<file path="config.mk">
export PLATFORM = sky130hd
export DESIGN_NAME = mult_8x8_seq
export DESIGN_NICKNAME = d
export VERILOG_FILES = /design/src/rtl/mult_8x8_seq.sv
export SDC_FILE = /design/constraint.sdc
export NUM_CORES = 1
export LEC_CHECK = 0
export ABC_AREA = 1
export CAP_MARGIN = 10
export CORE_ASPECT_RATIO = 0.7
export CORE_MARGIN = 10
export CORE_UTILIZATION = 46
export CTS_BUF_LIST = sky130_fd_sc_hd__clkbuf_4
export DETAILED_ROUTE_END_ITERATION = 8
export GPL_ROUTABILITY_DRIVEN = 1
export PLACE_DENSITY = 0.67
export SETUP_SLACK_MARGIN = 0.1
export SYNTH_ARGS = -nofsm -noshare
export SYNTH_HDL_FRONTEND = slang
export SYNTH_SLANG_ARGS = --single-unit
export TNS_END_PERCENT = 50
</file>
<file path="constraint.sdc">
create_clock -name clk -period 4.1 [get_ports clk]
set_input_delay 0.82 -clock clk [delete_from_list [all_inputs] [get_ports clk]]
set_output_delay 0.82 -clock clk [all_outputs]
set_load 0.05 [all_outputs]
</file>
<file path="src/rtl/mult_8x8_seq.sv">
// mult_8x8_seq: sequential shift-and-add unsigned multiplier.
//
// Ports:
//   clk      in   1         rising-edge clock
//   rst_n    in   1         asynchronous active-low reset
//   start    in   1         request a multiply (sampled only in IDLE)
//   a        in   WIDTH     multiplicand
//   b        in   WIDTH     multiplier
//   busy     out  1         high while iterating (RUN state)
//   done     out  1         one-cycle pulse when product is newly updated
//   product  out  2*WIDTH   result, held until the next completion
module mult_8x8_seq #(
    parameter int WIDTH = 8
) (
    input  logic                 clk,
    input  logic                 rst_n,
    input  logic                 start,
    input  logic [WIDTH-1:0]     a,
    input  logic [WIDTH-1:0]     b,
    output logic                 busy,
    output logic                 done,
    output logic [2*WIDTH-1:0]   product
);

    localparam int CW = $clog2(WIDTH);

    typedef enum logic [1:0] {
        IDLE = 2'd0,
        RUN  = 2'd1,
        DONE = 2'd2
    } state_t;

    state_t               state_q, state_d;
    logic [2*WIDTH-1:0]   mcand_q, mcand_d;
    logic [2*WIDTH-1:0]   acc_q, acc_d;
    logic [2*WIDTH-1:0]   product_q, product_d;
    logic [WIDTH-1:0]     mplier_q, mplier_d;
    logic [CW-1:0]        count_q, count_d;
    logic                 busy_q, busy_d;
    logic                 done_q, done_d;
    logic                 last;
    logic [2*WIDTH-1:0]   acc_sum;

    assign last    = (count_q == CW'(WIDTH - 1));
    // The add of the current multiplier bit; also feeds product on the final edge.
    assign acc_sum = acc_q + (mplier_q[0] ? mcand_q : '0);

    always_ff @(posedge clk or negedge rst_n) begin
        if (!rst_n) begin
            state_q   <= IDLE;
            mcand_q   <= '0;
            mplier_q  <= '0;
            acc_q     <= '0;
            count_q   <= '0;
            product_q <= '0;
            busy_q    <= 1'b0;
            done_q    <= 1'b0;
        end else begin
            state_q   <= state_d;
            mcand_q   <= mcand_d;
            mplier_q  <= mplier_d;
            acc_q     <= acc_d;
            count_q   <= count_d;
            product_q <= product_d;
            busy_q    <= busy_d;
            done_q    <= done_d;
        end
    end

    always_comb begin
        state_d = state_q;
        case (state_q)
            IDLE:    if (start) state_d = RUN;
            RUN:     if (last) state_d = DONE;
            DONE:    state_d = IDLE;
            default: state_d = IDLE;
        endcase
    end

    always_comb begin
        mcand_d   = mcand_q;
        mplier_d  = mplier_q;
        acc_d     = acc_q;
        count_d   = count_q;
        product_d = product_q;
        if (state_q == IDLE && start) begin
            mcand_d  = {{WIDTH{1'b0}}, a};
            mplier_d = b;
            acc_d    = '0;
            count_d  = '0;
        end else if (state_q == RUN) begin
            acc_d    = acc_sum;
            mcand_d  = mcand_q << 1;
            mplier_d = mplier_q >> 1;
            // Hold on the final edge; leaving RUN is what ends the count.
            count_d  = last ? count_q : count_q + 1'b1;
            if (last) product_d = acc_sum;
        end
        busy_d = (state_d == RUN);
        done_d = (state_q == RUN) && last;
    end

    assign busy    = busy_q;
    assign done    = done_q;
    assign product = product_q;

endmodule
</file>
**Word-level counts from Yosys, hierarchy flattened**

Cells that the tools add are included.

- Equality and inequality tests: 4
- Add/sub/neg operators: 2
- Reduce and logical (&&, ||, !) cells: 6
- Bitwise logic cells: 1
- Muxes and demuxes: 13

Operators with widths:

| operator | count |
|---|---|
| 2-to-1 mux 16 bit | 5 |
| adder 16 bit | 1 |
| 2-to-1 mux 8 bit | 2 |
| 2-to-1 mux 3 bit | 3 |
| equality test 2 x 1 -> 1 bit, second input constant | 2 |
| 2-to-1 mux 2 bit | 2 |
| one-hot mux 2 bit (2 select lines) | 1 |
| adder 3 x 1 -> 3 bit, second input constant | 1 |
| equality test 3 bit, second input constant | 1 |
| AND reduction 3 bit | 1 |
| logical AND 1 bit | 2 |
| zero test 2 bit | 1 |
| != test 2 x 1 -> 1 bit, second input constant | 1 |
| AND reduction 2 bit | 1 |
| nonzero test 2 bit | 1 |
| NOT 1 bit | 1 |

- Input port bits: 19
- Output and inout bits: 18
- Logic and storage cells: 34
- Flip-flop bits (word level): 63

**Logic depth before layout (Yosys ltp)**

Gate-level depths: netlist of run 1.

- Depth in word-level cells: 4
- Depth in mapped cells: 15
- Gate-level depth less buffers: 13

**Least setup slack after synthesis of run 1**

OpenSTA, ideal clock, no wires.

- Path type: reg-to-reg
- Start point: register mplier_q[0]
- End point: register product_q[6], in the netlist product[6]
- Arrival time: 1,959 ps
- Period minus slack after synthesis: 2,076 ps
- Path slack: 2,024 ps
- Path buffers: 2
- Library setup time: 118 ps
- Cell stages (with the launch flop): 14
- Required time: 3,982 ps
- Cells stage by stage: dfrtp_1 > buf_2 > clkbuf_1 > nand2_1 > inv_1 > ha_1 > fa_1 > nand2_1 > nand2_1 > nand3b_1 > nand2_1 > or2_1 > nand3_1 > nand2_1

- Cells in the longest elaborated chain, start to end: 2

RTL lines:

| item | RTL line | RTL |
|---|---|---|
| from (decl) | 37 | `logic [WIDTH-1:0] mplier_q, mplier_d;` |
| from (signal assigned) | 61 | `mplier_q <= mplier_d;` |
| 2-to-1 mux 16 bit | 46 | `assign acc_sum = acc_q + (mplier_q[0] ? mcand_q : '0);` |
| adder 16 bit | 46 |  |
| to (signal assigned) | 64 | `product_q <= product_d;` |
| to (decl) | 36 | `logic [2*WIDTH-1:0] product_q, product_d;` |

No other way between the ends.
A chain may end at the register's enable or synchronous reset.

**Worst setup path after layout of run 1**

- Start point: register product_q[2], in the netlist product[2]
- End point: output product[2]

RTL lines:

| item | RTL line | RTL |
|---|---|---|
| to (decl) | 22 | `output logic [2*WIDTH-1:0] product` |

No word-level cell between the ends.

==> impl_metrics.json, run 1 <==
{
  "cts_made_buffers": 9,
  "syn_avg_cell_area_um2": 7.80,
  "maxSlewHeadroom_pct": 37.7,
  "status": "completed",
  "rsz0062_at_grt": "no",
  "cp_cell_sequence": "clkdlybuf4s50_1",
  "powerDensity_mw_per_mm2": 825,
  "hold_slack_ns": 0.483,
  "endpoint_kind": "output pin",
  "ys.flop_type": "dfrtp_1",
  "cpMaxStageDelayCell": "clkdlybuf4s50_1",
  "cellLeakagePower_uw": 0.00224,
  "post_cts_buffers": 0,
  "grt-ovfl-total": 0,
  "critPathLaunch": "product[2]",
  "routedWlPerCell_um": 12.8,
  "synth_top_area_share_pct": 44.5,
  "r2r_start": "mplier_q[0]",
  "timing.fmax_mhz": 416,
  "fillers": 693,
  "synth_area_leaders": "dfrtp_1, nand2_1, inv_1",
  "num_vias": 2841,
  "syn2layout_area_growth_pct": 15.6,
  "cp_top_family": "buffers and inverters",
  "ant_nets": 0,
  "yosys-top-cells-count": "nand2_1, inv_1, dfrtp_1",
  "synth_cells": 454,
  "post-route-period-util_pct": 58.7,
  "stdcell_area_mm2": 0.00409,
  "ir_drop_v": 0.000372,
  "slowest_delay_ns": 0.81,
  "core-area_mm2": 0.00738,
  "avgViaCountPerCell": 4.81,
  "setup_viol": 0,
  "worstHoldPathCells": 2,
  "antenna_found_initial": 0,
  "critical_path_required_ns": 3.28,
  "crit_path_max_fanout": 2,
  "wirelength_mm": 7.56,
  "h-tree-depth": 3,
  "seq_area_mm2": 0.00158,
  "placed_area_mm2": 0.00394,
  "netlist_area_mm2": 0.00354,
  "cts_tree": "yes",
  "finalHoldViolCount": 0,
  "period_needed_ns": 2.40,
  "skew_ns": 0.0108,
  "numPortBuffers": 36,
  "first_pass_iters": 4,
  "seq_area_frac_synth_pct": 44.5,
  "final-max-slew-violation-count": 0,
  "diodes": 0,
  "grt_usage_pct": 13.7,
  "clk_path_buf_depth": 2,
  "ys_seq_elements": 63,
  "cts-root-buf": "clkbuf_4",
  "min_from": "product[10]",
  "synth_enable_flop_cells": 0,
  "path_clk_slew_ns": 0.10,
  "instances_no_fill": 591,
  "tightestPinTransition_ns": 0.935,
  "postCtsResizedCells": 0,
  "cap_violations": 0,
  "dieArea_mm2": 0.0117,
  "ys_types": 33,
  "arrival_ns": 1.58,
  "drt_iter0_markers": 233,
  "yosysTopAreaCell": "dfrtp_1",
  "reg2reg_depth": 11,
  "post-route-drc-count": 0,
  "cts.sinks": 63,
  "async_reset_ff_share_pct": 100,
  "die_y_um": 93.4,
  "grt_pass1_wl_mm": 13.3,
  "nNetsFinal": 526,
  "synth_nets": 491,
  "ctsHoldBuffers": 0,
  "insertion_delay_ns": 0.41,
  "hp-class": "reg2reg",
  "grt_max_degree": 43,
  "multi_input_area_mm2": 0.00157,
  "dp_hpwl_mm": 5.73,
  "path_buf_inv": 1,
  "gp_congestion": 0.867,
  "synth_most_common_cell": "nand2_1",
  "rows": 26,
  "worst-path-stages": 1,
  "num_io_pins": 37,
  "start_kind": "flop",
  "start_util_pct": 47.9,
  "dieWidth_um": 125,
  "ys_warn_count": 0,
  "tns_ns": 0,
  "dp.cells": 576,
  "grt_pass1_vias": 2786,
  "crit_type": "reg2out",
  "drive_gt1_share_pct": 7.91
}
-- layout by cell type, fill, tap and decap left out, types with 3 or more instances in the layout --
master | netlist | layout
a21oi_1 | 6 | 6
dfrtp_1 | 63 | 63
nand3b_1 | 3 | 3
clkdlybuf4s50_1 | 0 | 35
nand2_1 | 169 | 169
nand2_2 | 4 | 4
nor2_1 | 11 | 11
o221ai_1 | 13 | 13
o22ai_1 | 7 | 7
nand3_1 | 30 | 30
inv_2 | 9 | 9
or2_1 | 4 | 4
clkbuf_4 | 0 | 11
inv_1 | 72 | 72
xor2_1 | 4 | 4
o21ai_1 | 11 | 11
ha_1 | 17 | 17
-- sequential cells by signal, indices dropped and copies added (netlist names) --
register / cells
mcand_q: 16
count_q: 3
done: 1
state_q: 2
product: 16
busy: 1
mplier_q: 8
acc_q: 16
-- metrics by stage --
stage,setup slack (ns),power (uW),util [%]
global route,1.62,3690,55.4
CTS,1.66,3400,55.4
finish,1.70,3380,55.4
global placement,1.72,2870,53.3
floorplan,2.02,2480,-
detailed placement,1.70,2920,53.3
-- power breakdown --
group          switching [uW]  leakage (uW)  internal [uW]
logic                    1210       0.00137            624
registers                 165      0.000790            905
clock network             219     0.0000806            256
-- routing by layer --
metal  share of wire, %  vias up  GRT usage [%]
met5                  0        -              0
met4                1.3        0           4.68
met3                7.6       10           4.51
met2                 39       70           20.0
met1                 52     1275           18.6
li1                   -     1486              -
-- cell type report --
| class | count | share of cell area, % |
|---|---|---|
| multi-input combinational | 297 | 38.4 |
| sequential | 63 | 38.5 |
| tap | 98 | 3.00 |
| inverter | 81 | 7.43 |
| clock buffer | 11 | 2.02 |
| timing repair buffer | 37 | 8.87 |
| clock inverter | 4 | 1.74 |
-- kinds of logic after synthesis --
kind of cell / Yosys count / share of synthesized area [%]
buffers and inverters: 94 / 11.1
adders and majority gates: 18 / 6.57
DFF: 63 / 44.5
xor gates and xnor gates: 5 / 1.24
AOI/OAI and AO/OA: 41 / 7.81
muxes: 1 / 0.283
and+or+nand+nor: 232 / 28.5
-- final timing paths --
check	slack (ns)	end
worst max-delay path	1.70	product[2]
worst min-delay path	0.48	product[10]
worst max register to register	1.83	product[6]
worst min register to register	0.48	product[10]
max in group asynchronous	2.72	product[7]
min in group asynchronous	0.54	mplier_q[5]
(Power assumes the default switching activity.)
==> run 2, diff against run 1 <==
- PLACE_DENSITY: 0.67 -> 0.69
- clock period: 4.1 -> 2.2 ns (I/O delays scaled with it)
==> run 2 against run 1 <==
  * Sequential power up 87%
  * Combinational power up 100%
  * Routed wire length up 6.2%
  * Cell count up 1.4%
  * First-iteration DRC count down 34%
  * Die area unchanged
  * Highest routed layer unchanged
==> impl_metrics.json, run 2 (synthesis results as in run 1) <==
{
  "status": "completed",
  "numPortBuffers": 36,
  "setup_viol": 0,
  "setup_slack_ns": 0.164,
  "final_cell_mix": "nand2_1, inv_1, dfrtp_1, clkdlybuf4s50_1, nand3_1",
  "num_io_pins": 37,
  "gp_congestion": 0.884,
  "skew_ns": 0.0164,
  "grt-ovfl-total": 0,
  "crit_type": "reg2out",
  "cellLeakagePower_uw": 0.00227,
  "crit_path_max_fanout": 2,
  "post_cts_buffers": 0,
  "rsz0062_at_grt": "yes",
  "timing.fmax_mhz": 491,
  "layout_commonest_cell": "nand2_1",
  "nNetsFinal": 533,
  "syn2layout_area_growth_pct": 21.0,
  "drt_iter0_markers": 154,
  "h-tree-depth": 3,
  "post-route-drc-count": 0,
  "hp-class": "reg2reg",
  "first_pass_iters": 4,
  "cap_violations": 0,
  "start_kind": "flop",
  "tns_ns": 0,
  "slowest_delay_ns": 0.82,
  "grt_pass1_vias": 2944,
  "die_y_um": 93.4,
  "grt_usage_pct": 14.4,
  "drive_gt1_share_pct": 13.0,
  "placed_area_mm2": 0.00400,
  "finalHoldViolCount": 0,
  "dp_hpwl_mm": 5.93,
  "insertion_delay_ns": 0.42,
  "core-area_mm2": 0.00738,
  "stdcell_area_mm2": 0.00428,
  "period_needed_ns": 2.04,
  "critical_path_required_ns": 1.76,
  "cts_made_buffers": 9,
  "cts_tree": "yes",
  "rows": 26,
  "cp_top_family": "buffers and inverters",
  "ant_nets": 0,
  "dieWidth_um": 125,
  "tightestPinTransition_ns": 0.525,
  "path_clk_slew_ns": 0.11,
  "cts-root-buf": "clkbuf_4",
  "ir_drop_v": 0.000783,
  "final-max-slew-violation-count": 0,
  "num_vias": 2968,
  "endpoint_kind": "output pin",
  "routedWlPerCell_um": 13.4,
  "dp_worst_setup_slack_ns": 0.176,
  "antenna_found_initial": 0,
  "avgViaCountPerCell": 4.95,
  "dieArea_mm2": 0.0117,
  "start_util_pct": 47.9,
  "cts.sinks": 63,
  "wirelength_mm": 8.02,
  "diodes": 0,
  "clk_path_buf_depth": 2,
  "cp_cell_sequence": "clkdlybuf4s50_1",
  "arrival_ns": 1.60,
  "grt_pass1_wl_mm": 14.0,
  "path_buf_inv": 1,
  "powerDensity_mw_per_mm2": 1550,
  "maxSlewHeadroom_pct": 65.0,
  "cpMaxStageDelayCell": "clkdlybuf4s50_1",
  "grt_max_degree": 24,
  "post-route-period-util_pct": 92.5
}
## run 2: path summary, 6_finish.rpt
kind | endpoint | start | slack, ns | cells past startpoint
min reg2reg | product[14] | product[14] | 0.49 | 2
max | product[3] | product[3] | 0.16 | 1
max reg2reg | product[6] | mplier_q[0] | 0.23 | 11
max in group asynchronous | state_q[1] | rst_n | 1.11 | 3
min | product[14] | product[14] | 0.49 | 2
min in group asynchronous | mcand_q[4] | rst_n | 0.52 | 2
## run 2: layer usage
| layer | up-vias | track usage, % | wire length (um) |
|---|---|---|---|
| met4 | 0 | 4.78 | 95 |
| met2 | 73 | 21.5 | 3390 |
| met5 | - | 0 | 0 |
| met3 | 12 | 4.17 | 530 |
| li1 | 1506 | - | - |
| met1 | 1377 | 19.5 | 4010 |
## run 2: stage by stage
| step | hold slack, ns | power [uW] | util (%) | instances |
|---|---|---|---|---|
| detailed placement | 0.445 | 5520 | 54.1 | 582 |
| finish | 0.491 | 6650 | 58.0 | 599 |
| global route | 0.520 | 7240 | 58.0 | 599 |
| CTS | 0.498 | 6450 | 56.5 | 599 |
| floorplan | 0.144 | 4620 | - | 454 |
| global placement | 0.437 | 5420 | 54.1 | 582 |
## run 2: final cells by class
cell class / count / area (um2)
fillers: 666 / 3100
multi-input cells: 297 / 1690
flip-flops and latches: 63 / 1580
repair buffers: 44 / 430
inverters: 81 / 304
well taps: 98 / 123
clock inverters: 7 / 96.3
clock buffers: 9 / 67.6
## run 2: repair_timing
item | 4_1_cts | 5_1_grt
gates resized for setup | 0 | 22
hold buffers | 1 | 0
endpoints found under the hold margin | 20 | 0
endpoints found under the setup margin | 0 | 18
## run 2: power by group
part	internal [uW]	leakage (uW)	switching, uW	total [uW]
logic	1360	0.00140	2370	3730
registers	1690	0.000790	316	2000
clock network	462	0.0000802	458	920
==> run 3, diff against run 2 <==
- CTS_CLUSTER_DIAMETER: unset -> 200
==> results of run 3 <==
No change in the layout: final DEF, timing and power equal those of run 2.
